--- src/rtl/pc_pkg.sv ---
// Shared types and constants for the program-counter unit.
// Latency: n/a (types, constants and a pure helper function only).
// Backpressure: n/a.
//
// Contents:
//   pc_sel_e    - next-PC source select (SEQ, BRANCH, JUMP, JREG)
//   pc_state_e  - PC FSM state (RUN, FAULT)
//   INSTR_BYTES - instruction size in bytes; sequential step of the PC
//   pc_aligned  - 1 when an address is instruction-aligned
package pc_pkg;

  localparam int INSTR_BYTES = 4;

  typedef enum logic [1:0] {
    PC_SEQ    = 2'd0,
    PC_BRANCH = 2'd1,
    PC_JUMP   = 2'd2,
    PC_JREG   = 2'd3
  } pc_sel_e;

  typedef enum logic {
    PC_RUN   = 1'b0,
    PC_FAULT = 1'b1
  } pc_state_e;

  // Only the two low bits decide word alignment.
  function automatic logic pc_aligned(input logic [1:0] addr_lo);
    return (addr_lo == 2'b00);
  endfunction

endpackage

--- src/rtl/pc_ras.sv ---
// Circular return-address stack used by pc_unit for call/return prediction.
// Latency: push/pop take effect at the next clock edge; top/empty/full are combinational from state.
// Backpressure: none; pushing while full silently overwrites the oldest entry.
//
// Ports:
//   clk, reset      - clock and synchronous active-high reset (empties the stack)
//   push, push_data - write push_data as the new top of stack
//   pop             - discard the top of stack (ignored when empty)
//   top             - current top-of-stack entry (undefined when empty)
//   empty, full     - occupancy flags
module pc_ras #(
  parameter int RAS_DEPTH = 4,
  parameter int XLEN      = 32
) (
  input  logic            clk,
  input  logic            reset,
  input  logic            push,
  input  logic            pop,
  input  logic [XLEN-1:0] push_data,
  output logic [XLEN-1:0] top,
  output logic            empty,
  output logic            full
);

  localparam int PW = (RAS_DEPTH > 1) ? $clog2(RAS_DEPTH) : 1;

  logic [XLEN-1:0] mem [RAS_DEPTH];
  // wr_ptr points at the slot the next push writes; the top lives one below.
  // RAS_DEPTH is a power of two, so pointer arithmetic wraps for free.
  logic [PW-1:0]   wr_ptr;
  logic [PW-1:0]   top_idx;
  logic [PW:0]     count;

  assign top_idx = wr_ptr - PW'(1);
  assign top     = mem[top_idx];
  assign empty   = (count == '0);
  assign full    = (count == (PW+1)'(RAS_DEPTH));

  always_ff @(posedge clk) begin
    if (reset) begin
      wr_ptr <= '0;
      count  <= '0;
    end else if (push) begin
      wr_ptr <= wr_ptr + PW'(1);
      // When full the oldest entry is overwritten, so occupancy stays saturated.
      if (!full) begin
        count <= count + (PW+1)'(1);
      end
    end else if (pop && !empty) begin
      wr_ptr <= top_idx;
      count  <= count - (PW+1)'(1);
    end
  end

  // Storage needs no reset: occupancy alone defines which entries are valid.
  always_ff @(posedge clk) begin
    if (!reset && push) begin
      mem[wr_ptr] <= push_data;
    end
  end

endmodule

--- src/rtl/pc_unit.sv ---
// Program-counter unit for the single-cycle MIPS datapath: holds PC, selects next PC, traps misaligned targets.
// Latency: an accepted redirect or sequential step updates pc at the next clock edge (1 cycle).
// Backpressure: stall=1 holds pc and drops the redirect (source re-presents it); FAULT state ignores all redirects.
//
// Optional feature: define PC_RAS_EN to add a RAS_DEPTH-entry return-address stack
// (JUMP/JREG with link=1 push pc+4, JREG with link=0 pops when non-empty).
//
// Ports:
//   clk, reset       - clock and synchronous active-high reset
//   stall            - hold the PC this cycle
//   pc_sel           - next-PC source (pc_sel_e)
//   branch_taken     - qualifies BRANCH; not taken behaves as SEQ
//   branch_offset    - sign-extended word offset for BRANCH
//   jump_index       - J-type 26-bit index for JUMP
//   jump_reg_target  - register target for JREG
//   link             - JUMP/JREG is a call (only meaningful with PC_RAS_EN)
//   fault_clear      - leave FAULT, resuming at the instruction after the faulting one
//   pc, pc_plus4     - current PC (registered) and pc+4 (combinational, wraps)
//   fault, fault_pc  - FAULT indication and the captured misaligned target
module pc_unit
  import pc_pkg::*;
#(
  parameter int              XLEN         = 32,
  parameter logic [XLEN-1:0] RESET_VECTOR = '0,
  parameter int              RAS_DEPTH    = 4
) (
  input  logic            clk,
  input  logic            reset,
  input  logic            stall,
  input  pc_sel_e         pc_sel,
  input  logic            branch_taken,
  input  logic [XLEN-1:0] branch_offset,
  input  logic [25:0]     jump_index,
  input  logic [XLEN-1:0] jump_reg_target,
  input  logic            link,
  input  logic            fault_clear,
  output logic [XLEN-1:0] pc,
  output logic [XLEN-1:0] pc_plus4,
  output logic            fault,
  output logic [XLEN-1:0] fault_pc
);

  pc_state_e       state;
  logic [XLEN-1:0] branch_target;
  logic [XLEN-1:0] jump_target;
  logic [XLEN-1:0] jreg_target;
  logic [XLEN-1:0] next_target;
  logic            target_ok;
  logic            accept;

  assign pc_plus4      = pc + XLEN'(INSTR_BYTES);
  // Offset is in words; the shift discards its top two bits and the sum wraps.
  assign branch_target = pc_plus4 + (branch_offset << 2);
  // Region bits come from pc+4, as in the classic MIPS J-type encoding.
  assign jump_target   = {pc_plus4[XLEN-1:28], jump_index, 2'b00};

  assign target_ok = pc_aligned(next_target[1:0]);
  // A redirect is taken only in RUN, unstalled and aligned; the RAS follows the same gate.
  assign accept    = (state == PC_RUN) && !stall && target_ok;

`ifdef PC_RAS_EN
  logic            ras_push;
  logic            ras_pop;
  logic [XLEN-1:0] ras_top;
  logic            ras_empty;
  logic            unused_ras_full;

  // A plain JREG is treated as a return: predicted from the stack when it holds an entry.
  assign jreg_target = (!link && !ras_empty) ? ras_top : jump_reg_target;

  assign ras_push = accept && link && (pc_sel == PC_JUMP || pc_sel == PC_JREG);
  assign ras_pop  = accept && !link && (pc_sel == PC_JREG) && !ras_empty;

  pc_ras #(
    .RAS_DEPTH (RAS_DEPTH),
    .XLEN      (XLEN)
  ) u_ras (
    .clk       (clk),
    .reset     (reset),
    .push      (ras_push),
    .pop       (ras_pop),
    .push_data (pc_plus4),
    .top       (ras_top),
    .empty     (ras_empty),
    .full      (unused_ras_full)
  );
`else
  logic unused_link;

  assign unused_link = link;
  assign jreg_target = jump_reg_target;
`endif

  always_comb begin
    next_target = pc_plus4;
    case (pc_sel)
      PC_SEQ:    next_target = pc_plus4;
      PC_BRANCH: next_target = branch_taken ? branch_target : pc_plus4;
      PC_JUMP:   next_target = jump_target;
      PC_JREG:   next_target = jreg_target;
      default:   next_target = pc_plus4;
    endcase
  end

  always_ff @(posedge clk) begin
    if (reset) begin
      state    <= PC_RUN;
      pc       <= RESET_VECTOR;
      fault    <= 1'b0;
      fault_pc <= '0;
    end else begin
      case (state)
        PC_RUN: begin
          if (accept) begin
            pc <= next_target;
          end else if (!stall) begin
            // Misaligned target: keep pc on the offending instruction and trap.
            state    <= PC_FAULT;
            fault    <= 1'b1;
            fault_pc <= next_target;
          end
        end
        PC_FAULT: begin
          if (fault_clear) begin
            state <= PC_RUN;
            fault <= 1'b0;
            pc    <= pc_plus4;
          end
        end
        default: begin
          state <= PC_RUN;
          fault <= 1'b0;
        end
      endcase
    end
  end

endmodule
--- config.mk ---
export PLATFORM = sky130hd
export DESIGN_NAME = pc_unit
export DESIGN_NICKNAME = d
export VERILOG_FILES = /design/src/rtl/pc_pkg.sv /design/src/rtl/pc_ras.sv /design/src/rtl/pc_unit.sv
export SDC_FILE = /design/constraint.sdc
export NUM_CORES = 1
export LEC_CHECK = 0
export CORE_MARGIN = 1.5
export CORE_UTILIZATION = 43
export CTS_CLUSTER_SIZE = 10
export DETAILED_ROUTE_END_ITERATION = 10
export GPL_ROUTABILITY_DRIVEN = 0
export PLACE_DENSITY = 0.78
export SKIP_LAST_GASP = 1
export SYNTH_ARGS = -nofsm -noshare
export SYNTH_HDL_FRONTEND = slang
export SYNTH_SLANG_ARGS = --single-unit
--- constraint.sdc ---
create_clock -name clk -period 3.5 [get_ports clk]
set_input_delay 0.7 -clock clk [delete_from_list [all_inputs] [get_ports clk]]
set_output_delay 0.7 -clock clk [all_outputs]
set_load 0.05 [all_outputs]
### Yosys cells after proc, flatten, opt, wreduce, memory -nomap -nowiden

Index checks and enable logic that the tools add are counted.
W data, S select, Z words.

* reduce and logical (&&, ||, !) cells: 8
* equality and inequality tests: 7
* muxes and demuxes: 13
* bitwise logic cells: 3
* add/sub/neg operators: 2

Operators with widths (count)
* $pmux W32 S4: 1
* $mux W32: 3
* $pmux W32 S2: 1
* $add A32 B3 Y32 const B: 1
* $add A32 B32 Y32: 1
* $ne A2 B2 Y1 const B: 4
* $mux W1: 6
* $reduce_and A3 Y1: 2
* $eq A2 B2 Y1 const B: 2
* $logic_not A2 Y1: 2
* $pmux W1 S2: 2
* $not A1 Y1: 3
* $eq A2 B1 Y1 const B: 1
* $logic_and A1 B1 Y1: 2
* $reduce_and A2 Y1: 1
* $logic_not A1 Y1: 1

* output and inout bits: 97
* logic and storage cells: 37
* flip-flop bits (word level): 66

### Depth between registers and ports, before layout

Gate-level depths: netlist of run 1.

* word-level depth: 8
* depth in mapped cells: 17
* gate-level depth less buffers: 15

### Worst setup path after synthesis of run 1

OpenSTA, ideal clock, no wires.

* path type: register -> register
* from: register pc[8]
* to: register pc[31]
* arrival time: 4739 ps
* stages on the path, launching flop included: 17
* setup slack: -1319 ps
* period minus slack after synthesis: 4819 ps
* cells stage by stage: dfxtp_1 nand3_1 nor4_4 and2_2 and3_1 xor2_1 ha_1 clkbuf_1 a21oi_1 o21bai_1 a311oi_1 inv_1 o31ai_1 o21ai_0 xnor2_1 o21ai_1 a211oi_2

* cells in the longest elaborated chain, start to end: 6
* elaborated cells on any way between the ends: 7
* those cells by class: 2 x add/sub; 5 x mux

RTL lines
* start: declaration: line pc_unit.sv:37 `output logic [XLEN-1:0] pc,`
* start signal: assignment: line pc_unit.sv:115 `pc <= next_target;`
* start signal: assignment: line pc_unit.sv:127 `pc <= pc_plus4;`
* $add A32 B3 Y32: line pc_unit.sv:51 `assign pc_plus4 = pc + XLEN'(INSTR_BYTES);`
* via pc_plus4[20]: line pc_unit.sv:38 `output logic [XLEN-1:0] pc_plus4,`
* $add A32 B32 Y32: line pc_unit.sv:53 `assign branch_target = pc_plus4 + (branch_offset << 2);`
* $mux W32: line pc_unit.sv:98 `PC_BRANCH: next_target = branch_taken ? branch_target : pc_plus4;`
* $pmux W32 S4: line pc_unit.sv:96 `case (pc_sel)`
* $mux W32: line pc_unit.sv:114 `if (accept) begin`
* $pmux W32 S2: line pc_unit.sv:112 `case (state)`

The timed path passes the listed nets, and every way through them passes these cells. The select of a mux whose other input is x is not followed.
A chain may end at the register's enable or synchronous reset.

### Worst setup path in the final report of run 1

* from: register pc[4]
* to: register pc[27]

* cells in the longest elaborated chain, start to end: 6
* elaborated cells on any way between the ends: 7
* those cells by class: 2 x add/sub; 5 x mux

RTL lines (line)
* $add A32 B3 Y32 (*): pc_unit.sv:51
* $add A32 B32 Y32: pc_unit.sv:53
* $mux W32: pc_unit.sv:98
* $pmux W32 S4: pc_unit.sv:96
* $mux W32: pc_unit.sv:114
* $pmux W32 S2 (*): pc_unit.sv:112

Mark *: on every way between the ends. The rest lies on a longest branch, timed or not. The select of a mux whose other input is x is not followed.

==> flow_metrics.tcl, run 1 <==
set metrics [dict create \
    worst_ep_arrival_time_ns 3.72 \
    final_cell_mix "sky130_fd_sc_hd__clkdlybuf4s50_1 (178), sky130_fd_sc_hd__buf_4 (147), sky130_fd_sc_hd__nor2_1 (96), sky130_fd_sc_hd__nand2_1 (96), sky130_fd_sc_hd__a21oi_1 (68)" \
    synth_cell_types 75 \
    synth_compound_area_frac 0.317 \
    final_sum_of_negative_setup_slack_ns -0.0892 \
    dp_cells 1281 \
    power_density_nw_per_um2 356 \
    reg2reg_from "pc[4]" \
    pre_cts_slack_ns -0.217 \
    ir_worst_vdd_mv 0.278 \
    ys.flop_type "sky130_fd_sc_hd__dfxtp_1" \
    wl_mm 27.7 \
    cts_htree_levels 3 \
    critical-path-slowest-cell "sky130_fd_sc_hd__dfxtp_4" \
    placement_rows 43 \
    grt_setup_unrepaired "yes" \
    post-route-cell-area_um2 10200 \
    fin_crit_sh 1.01 \
    synthesis.instances 837 \
    cell_type_with_the_highest_aggregate_area_in_the_netlist "sky130_fd_sc_hd__dfxtp_1" \
    worstSetupStartpoint "pc[4]" \
    leakage_power_total_nw 4.25 \
    yosys.area_share.adder 0.0732 \
    timing.fmax_mhz 283 \
    insertion_delay_ns 0.34 \
    outcome "finished with violations" \
    placed_cell_area_um2 9290 \
    dieArea_um2 14900 \
    number_of_global_route_vias_before_repair 7425 \
    core_area_um2 13800 \
    detail_route.wl_per_cell_um 21.1 \
    syn-cell-area_um2 6080 \
    cts_inserted_buffers 9 \
    grt_max_degree 53 \
    async_reset_ff_frac 0 \
    crit_fanout 5 \
    detail_route.first_pass.iterations 6 \
    n_fill_cell 1035 \
    route.detailed.vias_per_inst 6.21 \
    worstHoldStart "fault_pc[27]" \
    drt-initial-drc-count 1036 \
    maximum_number_of_buffers_from_clock_root_to_sink 2 \
    port-buffer-count 191 \
    crit_chain "and4_4 -> and2_1 -> buf_4 -> nand3_4 -> buf_6 -> xnor2_4 -> ha_4 -> a21o_1 -> o21bai_2 -> a311oi_2 -> inv_1 -> o31ai_4 -> xor2_1 -> a21oi_1 -> buf_4 -> nand2_1 -> a21oi_1" \
    layout.nets 1260 \
    synthTopCellsByArea "sky130_fd_sc_hd__dfxtp_1 (22%), sky130_fd_sc_hd__ha_1 (7.0%), sky130_fd_sc_hd__a21oi_1 (6.7%)" \
    multi_input_area_um2 5250 \
    min-delay-path-class "flip-flop to flip-flop" \
    setup_violations 4 \
    die_height_um 122 \
    failed_checks "setup timing" \
    final_common_cell "sky130_fd_sc_hd__clkdlybuf4s50_1" \
    maxSlewViolCount 0 \
    timing.critical_path.slowest_cell_delay_ns 0.34 \
    drc_errors 0 \
    ctsHoldBuffers 0 \
    max_cap_violations 0 \
    grt_first_pass_wirelength_mm 39.8 \
    detailed_place_hpwl_mm 20.6 \
    finalClockSkew_ns 0.00691 \
    min_period_ns 3.53 \
    synth_top_cell_area_share 0.217 \
    clk_transition_reported_paths_ns 0.06 \
    synth_edf_count 0 \
    synth.area.mux_share 0.0115 \
    diodes 0 \
    synth.avg_cell_area_um2 7.27 \
    final-instance-count-excl-fill 1312 \
    synth-xor-area-share 0.0804 \
    clock-root-buffer "sky130_fd_sc_hd__clkbuf_16" \
    grt.total_usage 0.354 \
    floorplan.initialDensity 0.440 \
    synth_top_family_by_area "compound AO/OA/AOI/OAI gates" \
    io_pins 195 \
    num_vias 8145 \
    yosys.area_share.simple 0.246 \
    synth_warnings 0 \
    total_grt_overflow 0 \
    tightest_slew_ns 0.688 \
    timing.critical_path.required_ns 3.69 \
    area_growth_from_synthesis_to_layout_pct 68.3 \
    die_x_um 122 \
    postSynthRegisterBits 66 \
    synthesis.nets 970 \
    post_route_cells_drive_above_1_share 0.275 \
    hold_violations 0 \
    grt_antenna_before_repair 0 \
    cp-end-kind "flip-flop" \
    worstSetupStartpointType "flip-flop" \
    register_area_um2 1390 \
    final.setup.worst_slack_ns -0.0274 \
    ant_nets 0 \
    ys_seq_area_frac 0.217 \
    number_of_sinks_handled_by_clock_tree_synthesis 66 \
    critical_path_class "flip-flop to flip-flop" \
    relSlewSlack 0.541 \
    tritoncts_clock_tree "built" \
]
## worst paths after layout
path / end / slack (ns) / depth (start not counted)
max: pc[27] / -0.03 / 17
min: fault_pc[27] / 0.46 / 2
max reg2reg: pc[27] / -0.03 / 17
min reg2reg: fault_pc[27] / 0.46 / 2
## sequential cells by signal, summed over array words and instances, names as in the netlist
signal    count
state         1
fault         1
fault_pc     32
pc           32
## cell families (layout without fill, tap and decap cells)
group / count (synthesis) / after routing
compound gates: 291 / 291
xor+xnor: 52 / 52
fa+ha+maj: 35 / 35
buf+inv: 74 / 369
flops: 66 / 66
mux: 7 / 7
simple gates: 312 / 312
## timing repair
action / in CTS / in global routing
resized for setup: 8 / 88
setup endpoints to repair: 15 / 33
setup buffers: 1 / 15
pin swaps: 3 / 53
## layout make-up
class,instances,area share
Multi-Input combinational cell,697,0.512
Timing Repair Buffer,331,0.287
Sequential cell,66,0.135
Clock buffer,13,0.0286
Tap cell,180,0.0220
Inverter,22,0.00806
Clock inverter,3,0.00635
## synthesized netlist by cell type, drive strengths merged (5+ instances only)
cell and count:
a211oi 32, a21o 19, a21oi 82, a221oi 10, a22oi 12, a311oi 5, a31oi 8, and2 5
and3 14, buf 15, clkbuf 35, dfxtp 66, ha 34, inv 20, mux2i 7, nand2 101
nand2b 7, nand3 29, nand4 13, nor2 105, nor3 21, o21ai 60, o21bai 5, o221ai 7
o22ai 8, o31ai 5, or3 5, xnor2 30, xor2 22
## worst max-delay path: cells and delay by family, from the launching register on
family,cells,cell delay (ns)
xor+xnor,2,0.42
buf+inv,4,0.59
fa+ha+maj,1,0.24
compound gates,6,1.12
simple gates,4,0.65
flops,1,0.34
## through the flow
step	hold slack, ns	utilization	power (mW)
after global placement	0.442	0.672	2.43
final	0.456	0.741	3.65
after CTS	0.461	0.702	3.52
after detailed placement	0.453	0.672	2.45
after global routing	0.490	0.741	3.78
after floorplan	0.555	-	1.81
## where the power goes
group	leakage (nW)	total, mW	internal (mW)	switching [mW]
Combinational	3.52	1.72	0.707	1.02
Clock	0.176	1.07	0.728	0.340
Sequential	0.552	0.853	0.802	0.0514
Total	4.25	3.65	2.24	1.41
## metal layers
| layer | global-route usage | wire, µm | part of all wire | vias to the layer above |
|---|---|---|---|---|
| li1 | - | - | - | 3657 |
| met1 | 0.430 | 10200 | 0.37 | 3763 |
| met2 | 0.570 | 12700 | 0.46 | 583 |
| met3 | 0.0702 | 2730 | 0.099 | 142 |
| met4 | 0.228 | 2030 | 0.073 | 0 |
| met5 | 0 | 0 | 0 | - |
No activity file was read; power rests on OpenSTA's default activity.
==> inputs of run 2 (changes only) <==
Settings changed: RECOVER_POWER set to 100.
==> run 2 against run 1 <==
The flow still finishes with violations (setup timing). Utilization is essentially flat. Setup slack lost 0.0046 ns. Largest power group unchanged. Die area is the same. Routed wire length shrank 0.30%. Design area is essentially flat. Via count shrank 0.50%. Maximum frequency shrank 0.13%. Critical path depth shrank 2. Register-to-register slack is essentially flat. First-iteration DRC count shrank 9.0%.
==> flow_metrics.tcl, run 2 (synthesized netlist as in run 1, its figures left out) <==
set metrics [dict create \
    num_vias 8104 \
    hold_violations 0 \
    max_cap_violations 0 \
    io_pins 195 \
    total_grt_overflow 0 \
    clk_transition_reported_paths_ns 0.06 \
    global_route_met1_usage 0.430 \
    ctsHoldBuffers 0 \
    insertion_delay_ns 0.34 \
    failed_checks "setup timing" \
    comb_power_share 0.472 \
    min_period_ns 3.53 \
    die_height_um 122 \
    timing.critical_path.max_delay_family "compound AO/OA/AOI/OAI gates" \
    cts_htree_levels 3 \
    grt_first_pass_wirelength_mm 39.8 \
    worst_ep_arrival_time_ns 3.77 \
    wl_mm 27.6 \
    cts_inserted_buffers 9 \
    final-instance-count-excl-fill 1312 \
    die_x_um 122 \
    final_cell_mix "sky130_fd_sc_hd__buf_4 (146), sky130_fd_sc_hd__clkdlybuf4s50_1 (142), sky130_fd_sc_hd__nor2_1 (96), sky130_fd_sc_hd__nand2_1 (96), sky130_fd_sc_hd__a21oi_1 (68)" \
    grt_use_met2 0.570 \
    dieArea_um2 14900 \
    post-route-cell-area_um2 10200 \
    power.net_switching_mw 1.40 \
    diodes 0 \
    critical-path-slowest-cell "sky130_fd_sc_hd__or3_4" \
    port-buffer-count 191 \
    fin_crit_sh 1.01 \
    busiest_layer "met2" \
    final.setup.worst_slack_ns -0.0320 \
    ant_nets 0 \
    number_of_sinks_handled_by_clock_tree_synthesis 66 \
    grt.total_usage 0.354 \
    power.share.switching 0.386 \
    cp-end-kind "flip-flop" \
    placement_rows 43 \
    multi_input_area_um2 5250 \
    crit_chain "nand4_4 -> or3_4 -> nor3_4 -> buf_6 -> xor2_4 -> ha_4 -> a21o_1 -> a21o_1 -> a21oi_2 -> o21ai_1 -> a31oi_1 -> o21ai_1 -> xnor2_1 -> a211oi_2 -> a211o_1" \
    maximum_number_of_buffers_from_clock_root_to_sink 2 \
    power_density_nw_per_um2 355 \
    clock_share_of_power 0.293 \
    maxSlewViolCount 0 \
    grt_setup_unrepaired "yes" \
    setup_violations 5 \
    floorplan.initialDensity 0.440 \
    detailed_place_hpwl_mm 20.6 \
    final_common_cell "sky130_fd_sc_hd__buf_4" \
    ir_worst_vdd_mv 0.275 \
    drc_errors 0 \
    timing.fmax_mhz 283 \
    detail_route.first_pass.iterations 6 \
    detail_route.wl_per_cell_um 21.0 \
    route.detailed.vias_per_inst 6.18 \
    dp_cells 1281 \
    grt_antenna_before_repair 0 \
    sequential_power_share 0.235 \
    finalClockSkew_ns 0.00672 \
    core_area_um2 13800 \
    outcome "finished with violations" \
    groute.layer.met3.usage 0.0702 \
    leakage_power_total_nw 4.36 \
    tightest_slew_ns 0.665 \
    number_of_global_route_vias_before_repair 7425 \
    n_fill_cell 1037 \
    drt-initial-drc-count 943 \
    tritoncts_clock_tree "built" \
    area_growth_from_synthesis_to_layout_pct 68.3 \
    reg.largest.list "fault_pc: 32 flops, pc: 32 flops" \
    cp_num_buf_inv 1 \
    relSlewSlack 0.556 \
    register_area_um2 1390 \
    grt_max_degree 53 \
    crit_fanout 3 \
    clock-root-buffer "sky130_fd_sc_hd__clkbuf_16" \
    layout.nets 1260 \
    worstSetupStartpointType "flip-flop" \
    timing.critical_path.required_ns 3.73 \
    critical_path_class "flip-flop to flip-flop" \
    power_report.internal_total_mw 2.23 \
    min-delay-path-class "flip-flop to flip-flop" \
    placed_cell_area_um2 9290 \
    timing.critical_path.slowest_cell_delay_ns 0.40 \
    post_route_cells_drive_above_1_share 0.273 \
]
==> run 2: cell count changes in the layout (fill, tap and decap cells not counted) <==
cell                              delta
sky130_fd_sc_hd__dlygate4sd3_1      +36
sky130_fd_sc_hd__buf_4               -1
sky130_fd_sc_hd__inv_2               -1
sky130_fd_sc_hd__clkdlybuf4s50_1    -36
sky130_fd_sc_hd__clkbuf_1            +1
sky130_fd_sc_hd__inv_1               +1
==> run 2: per-stage QoR <==
step                      hold WS (ns)  utilization  worst slack, ns  power, mW  setup TNS, ns
after floorplan                  0.555            -           -0.314       1.81          -3.87
after global placement           0.442        0.672           -0.184       2.43          -1.64
after detailed placement         0.453        0.672           -0.217       2.45          -2.49
after CTS                        0.461        0.702         -0.00214       3.52       -0.00214
after global routing             0.487        0.740           -0.129       3.77          -1.18
final                            0.455        0.740          -0.0320       3.63         -0.108
==> run 2: worst paths after layout <==
| check | from | to | slack (ns) | cells after the start |
|---|---|---|---|---|
| max | pc[11] | pc[28] | -0.03 | 15 |
| min reg2reg | fault_pc[27] | fault_pc[27] | 0.46 | 2 |
| max reg2reg | pc[11] | pc[28] | -0.03 | 15 |
| min | fault_pc[27] | fault_pc[27] | 0.46 | 2 |
==> run 2: worst reg2reg max path, stage by stage, from the launching register on <==
cell                       delay (ns)
sky130_fd_sc_hd__dfxtp_4         0.37
sky130_fd_sc_hd__nand4_4         0.12
sky130_fd_sc_hd__or3_4           0.40
sky130_fd_sc_hd__nor3_4          0.27
sky130_fd_sc_hd__buf_6           0.16
sky130_fd_sc_hd__xor2_4          0.26
sky130_fd_sc_hd__ha_4            0.26
sky130_fd_sc_hd__a21o_1          0.18
sky130_fd_sc_hd__a21o_1          0.16
sky130_fd_sc_hd__a21oi_2         0.17
sky130_fd_sc_hd__o21ai_1         0.10
sky130_fd_sc_hd__a31oi_1         0.23
sky130_fd_sc_hd__o21ai_1         0.13
sky130_fd_sc_hd__xnor2_1         0.26
sky130_fd_sc_hd__a211oi_2        0.12
sky130_fd_sc_hd__a211o_1         0.23
==> run 2: cell type report <==
class | count | share of cell area
repair buffers | 331 | 0.287
well taps | 180 | 0.0220
inverters | 22 | 0.00807
clock inverters | 3 | 0.00636
multi-input cells | 697 | 0.513
clock buffers | 13 | 0.0286
flip-flops and latches | 66 | 0.135
==> run 2: repair_timing <==
action | 4_1_cts | 5_1_grt
resized for setup | 8 | 88
buffers inserted | 1 | 15
pin swaps | 3 | 53
setup endpoints to repair | 15 | 33
==> run 2: layer usage <==
metal,up-vias,part of all wire
met4,0,0.069
met2,542,0.46
met1,3777,0.37
met5,-,0
met3,132,0.092
li1,3653,-
==> run 2: power by group through the flow <==
stage / clock [mW] / sequential, mW / combinational (mW)
after floorplan: 0 / 1.05 / 0.754
after global placement: 0 / 0.865 / 1.56
after detailed placement: 0 / 0.865 / 1.58
after CTS: 1.07 / 0.851 / 1.60
after global routing: 1.11 / 0.858 / 1.80
final: 1.06 / 0.852 / 1.72
